### src/rtl/systolic_2x2_feeder.sv
// Operand sequencer for the 2x2 sparse systolic array: holds one K-deep tile of
// A rows / B columns, clears the PE accumulators and streams one k-step per cycle.
module systolic_2x2_feeder #(
   parameter int DW    = 8,
   parameter int K_MAX = 16,
   parameter int KW    = $clog2(K_MAX + 1),
   parameter int AW    = $clog2(K_MAX),
   parameter int SW    = $clog2(4 * K_MAX + 1)
) (
   input  logic          clk,
   input  logic          rst,
   input  logic          wr_en,
   input  logic [1:0]    wr_sel,
   input  logic [AW-1:0] wr_addr,
   input  logic [DW-1:0] wr_data,
   input  logic          start,
   input  logic [KW-1:0] k_len,
   output logic          busy,
   output logic          acc_clr,
   output logic [DW-1:0] a0,
   output logic [DW-1:0] a1,
   output logic [DW-1:0] b0,
   output logic [DW-1:0] b1,
   output logic          done,
   output logic [SW-1:0] skip_cnt
);

   typedef enum logic [2:0] {S_IDLE, S_CLEAR, S_STREAM, S_DRAIN, S_DONE} state_t;

   state_t        state;
   logic [KW-1:0] kl;
   logic [KW-1:0] i;

   logic [DW-1:0] mem_a0 [K_MAX];
   logic [DW-1:0] mem_a1 [K_MAX];
   logic [DW-1:0] mem_b0 [K_MAX];
   logic [DW-1:0] mem_b1 [K_MAX];

   logic [DW-1:0] rd_a0, rd_a1, rd_b0, rd_b1;

   assign rd_a0 = mem_a0[i[AW-1:0]];
   assign rd_a1 = mem_a1[i[AW-1:0]];
   assign rd_b0 = mem_b0[i[AW-1:0]];
   assign rd_b1 = mem_b1[i[AW-1:0]];

   // Number of PE-slots zero-detect will gate for one k-step (0..4).
   function automatic logic [2:0] zero_slots(input logic [DW-1:0] x0, x1, y0, y1);
      logic [2:0] s;
      s = 3'd0;
      if (x0 == '0 || y0 == '0) s = s + 3'd1;
      if (x0 == '0 || y1 == '0) s = s + 3'd1;
      if (x1 == '0 || y0 == '0) s = s + 3'd1;
      if (x1 == '0 || y1 == '0) s = s + 3'd1;
      return s;
   endfunction

   // Storage survives rst; only idle-time, in-range writes land.
   always_ff @(posedge clk) begin
      if (wr_en && state == S_IDLE && 32'(wr_addr) < K_MAX) begin
         unique case (wr_sel)
            2'd0: mem_a0[wr_addr] <= wr_data;
            2'd1: mem_a1[wr_addr] <= wr_data;
            2'd2: mem_b0[wr_addr] <= wr_data;
            2'd3: mem_b1[wr_addr] <= wr_data;
         endcase
      end
   end

   always_ff @(posedge clk) begin
      if (rst) begin
         state    <= S_IDLE;
         kl       <= '0;
         i        <= '0;
         busy     <= 1'b0;
         acc_clr  <= 1'b0;
         done     <= 1'b0;
         a0       <= '0;
         a1       <= '0;
         b0       <= '0;
         b1       <= '0;
         skip_cnt <= '0;
      end else begin
         unique case (state)
            S_IDLE: begin
               a0 <= '0;
               a1 <= '0;
               b0 <= '0;
               b1 <= '0;
               if (start) begin
                  kl       <= (32'(k_len) > K_MAX) ? KW'(K_MAX) : k_len;
                  i        <= '0;
                  skip_cnt <= '0;
                  busy     <= 1'b1;
                  acc_clr  <= 1'b1;
                  state    <= S_CLEAR;
               end
            end
            // CLEAR and STREAM share the load path: step i is registered here and
            // presented in the following cycle; i==kl means every step is out.
            S_CLEAR, S_STREAM: begin
               acc_clr <= 1'b0;
               if (i == kl) begin
                  a0    <= '0;
                  a1    <= '0;
                  b0    <= '0;
                  b1    <= '0;
                  state <= S_DRAIN;
               end else begin
                  a0       <= rd_a0;
                  a1       <= rd_a1;
                  b0       <= rd_b0;
                  b1       <= rd_b1;
                  skip_cnt <= skip_cnt + SW'(zero_slots(rd_a0, rd_a1, rd_b0, rd_b1));
                  i        <= i + KW'(1);
                  state    <= S_STREAM;
               end
            end
            S_DRAIN: begin
               done  <= 1'b1;
               state <= S_DONE;
            end
            S_DONE: begin
               done  <= 1'b0;
               busy  <= 1'b0;
               state <= S_IDLE;
            end
            default: state <= S_IDLE;
         endcase
      end
   end

endmodule

### config.mk
export PLATFORM = sky130hd
export DESIGN_NAME = systolic_2x2_feeder
export DESIGN_NICKNAME = d
export VERILOG_FILES = /design/src/rtl/systolic_2x2_feeder.sv
export SDC_FILE = /design/constraint.sdc
export NUM_CORES = 1
export LEC_CHECK = 0
export ABC_AREA = 1
export CORE_MARGIN = 5
export CORE_UTILIZATION = 60
export CTS_CLUSTER_SIZE = 40
export DETAILED_ROUTE_END_ITERATION = 12
export GPL_ROUTABILITY_DRIVEN = 0
export PLACE_DENSITY = 0.75
export SETUP_SLACK_MARGIN = 0.15
export SLEW_MARGIN = 10
export SYNTH_ARGS = -nofsm -noshare
export SYNTH_HDL_FRONTEND = slang
export SYNTH_SLANG_ARGS = --single-unit
export TNS_END_PERCENT = 30
### constraint.sdc
create_clock -name clk -period 4.47 [get_ports clk]
set_clock_uncertainty 0.15 [all_clocks]
set_input_delay 0.6705 -clock clk [delete_from_list [all_inputs] [get_ports clk]]
set_output_delay 0.6705 -clock clk [all_outputs]
set_load 0.05 [all_outputs]
==> Word level (Yosys, flattened, before mapping) <==
Memories as Yosys holds them, arrays and structs flattened. A register that Yosys moved wholly into a read port is not among the register bits.
Index checks and enable logic that the tools add are counted.
Widths: inputs -> output; s select.
{ "word_totals": {"ff_bits": 55, "ram_bits": 512, "inputBits": 23, "out_inout_bits": 42, "word_cells": 108, "mem_count": 4} }
{ "mem_list": {"columns": ["memory", "depth", "word_bits", "read_ports", "rd_ports_with_merged_regs", "write_ports", "line_no", "source"], "rows": [
  ["mem_a0", 16, 8, 1, 1, 1, "34", "logic [DW-1:0] mem_a0 [K_MAX];"],
  ["mem_a1", 16, 8, 1, 1, 1, "35", "logic [DW-1:0] mem_a1 [K_MAX];"],
  ["mem_b0", 16, 8, 1, 1, 1, "36", "logic [DW-1:0] mem_b0 [K_MAX];"],
  ["mem_b1", 16, 8, 1, 1, 1, "37", "logic [DW-1:0] mem_b1 [K_MAX];"]
]} }
{ "op_classes": {"n_addsub": 5, "n_lt_le_gt_ge": 1, "n_eq_ne": 10, "n_mux": 58, "reduce_logical": 19} }
{ "ops": {"columns": ["cell", "n"], "rows": [
  ["$pmux 8 s2", 4],
  ["$mux 3", 16],
  ["$logic_not 8->1", 4],
  ["$mux 4", 8],
  ["$mux 8", 4],
  ["$mux 1", 15],
  ["$mux 5", 3],
  ["$mux 7", 2],
  ["$pmux 7 s2", 1],
  ["$pmux 5 s2", 1],
  ["$add 3x1->3 const B", 3],
  ["$pmux 3 s3", 1],
  ["$add 7x3->7", 1],
  ["$eq 3x2->1 const B", 2],
  ["$pmux 1 s2", 3],
  ["$reduce_and 2->1", 3],
  ["$reduce_bool 2->1", 3],
  ["$add 5x1->5 const B", 1],
  ["$eq 5x5->1", 1],
  ["$gt 5x5->1 const B", 1],
  ["$eq 2x2->1 const B", 2],
  ["$logic_or 1x1->1", 4],
  ["$ne 2x2->1 const B", 2],
  ["$eq 3x1->1 const B", 1],
  ["other kinds (7)", 7]
]} }

==> Logic depth before layout (Yosys ltp) <==
{ "logic_depth": {"ltp_word": 24, "ltp_mapped": 33, "mapped_depth_nobuf": 30} }

==> Worst setup path before layout <==
OpenSTA, ideal clock, no wires.
{ "synth_timing": {"path_type": "register -> register", "from": "register with a tool-made name", "to": "register skip_cnt[6]", "setup_ps": 144, "arrival_time_ps": 3478, "required_time_ps": 4176, "setup_slack_ps": 698, "path_stages_with_launch": 31, "path_buffers": 4, "synth_period_minus_slack_ps": 3772, "cell_sequence": "dfxtp_1 -> buf_2 -> inv_2 -> buf_6 -> buf_4 -> buf_1 -> o21ai_0 -> o221ai_1 -> nand3_1 -> nand2_1 -> nor2_1 -> nand2_1 -> nor2_2 -> inv_2 -> nand2_1 -> ha_1 -> inv_1 -> nand2_1 -> nand2_1 -> ha_1 -> nand2_1 -> nand2_1 -> fa_1 -> nand2_1 -> inv_1 -> o21ai_0 -> nor2_1 -> inv_1 -> nor2_1 -> o21ai_0 -> a21oi_1"} }
{ "synth_lines": {"columns": ["item", "line_no", "source"], "rows": [
  ["to (signal assigned)", "113", "skip_cnt <= skip_cnt + SW'(zero_slots(rd_a0, rd_a1, rd_b0, rd_b1));"],
  ["to (decl)", "25", "output logic [SW-1:0] skip_cnt"]
]} }

==> impl_metrics.py <==
metrics = {
    "yosys": {
        "yosysTopAreaCell": "edfxtp_1",
        "async_flop_share_pct": 0,
        "ys_top_cells_by_count": "529 x nand2_1, 512 x edfxtp_1, 295 x nor2_1",
        "synth_cells": 2151,
        "synth_ff_type": "edfxtp_1",
        "synth_top_area_share_pct": 65.0,
        "ys_types": 37,
        "synthTopCellsByArea": "edfxtp_1 65%, nand2_1 8.4%, dfxtp_1 5.0%, nor2_1 4.7%, nand3_1 4.4%",
        "ys_ff_latch": 571,
        "synth_area_um2": 23600,
        "synth-edff-count": 512,
        "syn_nets": 2182,
        "avgSynthCellArea_um2": 11.0,
        "synth_warnings": 0,
        "post-synth-top-count-cell": "nand2_1",
        "synth_seq_area_share_pct": 70.0,
    },
    "hold_path": {
        "hold_depth": 1,
        "hold_path_class": "reg2reg",
        "holdCritStartpoint": "state[2]",
        "min_to": "state[2]",
    },
    "cts": {
        "cts_sinks": 571,
        "ctsRootBufferMaster": "clkbuf_16",
        "htree_levels": 2,
        "numCtsBuffers": 54,
        "cts_max_path_buffers": 3,
        "postCtsHoldBufs": 0,
        "clock_latency_ns": 0.60,
        "cts_tree": "built",
        "path_clk_slew_ns": 0.06,
    },
    "route": {
        "drc": 0,
        "vias": 16434,
        "drt_wl_total_um": 60000,
        "firstDrtPassIters": 6,
        "route.detailed.vias_per_inst": 5.89,
        "ant_nets": 0,
        "wl_per_cell_um": 21.5,
        "drt-initial-drc-count": 2019,
    },
    "worst_setup_path": {
        "rrSetupSlack_ns": 0.36,
        "critical_path_class": "reg2reg",
        "crit_path_frequent_cell": "nand2_1",
        "path_delay_family": "simple AND/OR/NAND/NOR gates",
        "r2r-end": "skip_cnt[6]",
        "cp_max_fo": 27,
        "worstSetupEndpointType": "flip-flop",
        "startpoint_type": "flip-flop",
        "crit_buf_inv": 7,
        "r2r_cells": 29,
        "slowest_delay_ns": 0.39,
        "cp_slowest_cell": "dfxtp_4",
        "worst_ep_arrival_time_ns": 4.49,
        "critical_path_required_ns": 4.86,
    },
    "placed_design": {
        "io_buffers": 64,
        "place_hpwl_um": 35200,
        "placed_cells": 2663,
    },
    "floorplanning": {
        "start_util_pct": 60.9,
        "die_y_um": 208,
        "die_area_um2": 43500,
        "die_w_um": 208,
        "core_area_um2": 38800,
        "num_rows": 72,
        "num_io_pins": 65,
    },
    "sta": {
        "maxSlewViolCount": 0,
        "layout_min_cycle_time_ns": 4.11,
        "setup_viol": 0,
        "period_share_pct": 91.9,
        "finalSetupTns_ns": 0,
        "maxClockFrequency_mhz": 243,
        "finalHoldViolCount": 0,
        "worst_pin_slew_ns": 1.24,
        "slew_headroom_pct": 17.3,
        "rsz0062_at_grt": "false",
        "whs_ns": 0.311,
    },
    "finish": {
        "multi_input_area_um2": 5950,
        "ff_latch_area_um2": 16600,
        "final_cells": 2790,
        "drive_gt1_share_pct": 9.15,
        "antenna_cells": 0,
        "nets": 2257,
        "area_delta_synth_final_pct": 14.7,
        "n_fill_cell": 2601,
    },
    "pwr": {
        "ir_worst_vdd_v": 0.000319,
        "p_leak_nw": 9.99,
        "powerDensity_nw_per_um2": 573,
    },
    "global_routing": {
        "grt_pass1_vias": 15481,
        "antenna_found_initial": 0,
        "grt_max_degree": 65,
        "grtUsageTotal_pct": 26.1,
        "globalRoute.totalOverflow": 0,
        "grt_pass1_wl_um": 88500,
    },
    "run": {
        "max_cap_viol_count": 0,
    },
    "run_status": {
        "outcome": "finished, final reports clean",
    },
}
metrics by stage:
stage	setup slack [ns]	instance area [um^2]	total power [mW]	utilization, %
after floorplan	0.698	23600	8.94	-
after global placement	0.251	24700	10.1	63.7
after detailed placement	0.126	24700	10.2	63.7
after CTS	0.172	26700	15.1	68.7
after global routing	0.115	27100	16.1	69.9
final	0.361	27100	15.5	69.9
placed cells by master, fill, tap and decap left out, drive strengths merged, types with 2 or more instances in the layout:
cell type	netlist	layout
xnor2	3	3
clkinv	0	25
o22ai	2	2
nand3	208	208
o211ai	35	35
edfxtp	512	512
nand4	2	2
clkdlybuf4s50	0	56
nor2	297	297
bufinv	0	10
nand2	533	533
buf	85	73
o221ai	25	25
o21ai	134	134
dfxtp	59	59
clkbuf	33	73
ha	7	7
nor3	3	3
xor2	4	4
a32o	4	4
a21oi	45	45
inv	151	152
state kept, by name, summed over array words and instances, names as in the netlist, named ones only:
signal / count
mem_a0: 128
mem_a1: 128
mem_b0: 128
mem_b1: 128
a0: 8
a1: 8
b0: 8
b1: 8
skip_cnt: 7
i: 5
kl: 5
state: 3
acc_clr: 1
busy: 1
done: 1
routing by layer:
| metal | part of all wire (%) | GRT usage (%) | wire length, um |
|---|---|---|---|
| met1 | 38 | 36.4 | 23000 |
| met2 | 48 | 41.8 | 28700 |
| met5 | 0 | 0 | 0 |
| met4 | 3.0 | 8.99 | 1810 |
| met3 | 11 | 5.15 | 6570 |
power breakdown:
| part | internal, mW | leakage, nW | switching [mW] | total [mW] |
|---|---|---|---|---|
| registers | 5.96 | 5.08 | 0.108 | 6.07 |
| clock network | 2.90 | 0.925 | 1.95 | 4.84 |
| logic | 1.49 | 3.98 | 3.13 | 4.62 |
| total | 10.3 | 9.99 | 5.18 | 15.5 |
how the worst max path moves through the flow:
stage / endpoint / startpoint / depth (start not counted) / slack (ns)
5_1_grt: skip_cnt[6] / flip-flop / 29 / 0.12
4_1_cts: skip_cnt[6] / flip-flop / 27 / 0.17
6_report: skip_cnt[6] / flip-flop / 29 / 0.36
3_3_place_gp: skip_cnt[6] / flip-flop / 27 / 0.25
3_5_place_dp: skip_cnt[6] / flip-flop / 27 / 0.13
2_1_floorplan: skip_cnt[6] / flip-flop / 30 / 0.70
worst register-to-register path, delay by kind of cell (launching register included):
| family | cells | cell delay (ns) |
|---|---|---|
| AND/OR/NAND/NOR | 16 | 1.68 |
| adder cells (fa/ha/maj) | 2 | 0.49 |
| buffers and inverters | 7 | 0.97 |
| AO/OA/AOI/OAI | 4 | 0.36 |
| flip-flops | 1 | 0.39 |
cell type report:
cell class	count	share of cell area, %
inverters	151	2.23
clock buffers	69	5.43
flip-flops and latches	571	61.1
well taps	518	2.39
clock inverters	33	1.50
repair buffers	134	5.31
multi-input cells	1311	22.0
repair inverters	3	0.115
kinds of logic (layout without fill, tap and decap cells):
| group | after synthesis | count (layout) | synth area share, % |
|---|---|---|---|
| AOI/OAI and AO/OA | 249 | 249 | 6.18 |
| muxes | 1 | 1 | 0.0423 |
| xor gates and xnor gates | 7 | 7 | 0.259 |
| and+or+nand+nor | 1046 | 1046 | 17.8 |
| DFF | 571 | 571 | 70.0 |
| adders and majority gates | 8 | 8 | 0.455 |
| buffers and inverters | 269 | 390 | 5.19 |
what timing repair did:
item	in CTS	in global routing
endpoints found under the setup margin	1	5
pin swaps	0	12
resized for setup	5	45
cloned	1	8
endpoints found under the hold margin	0	0
buffers inserted	0	16
Note: power is estimated with default switching activity, not from simulation.
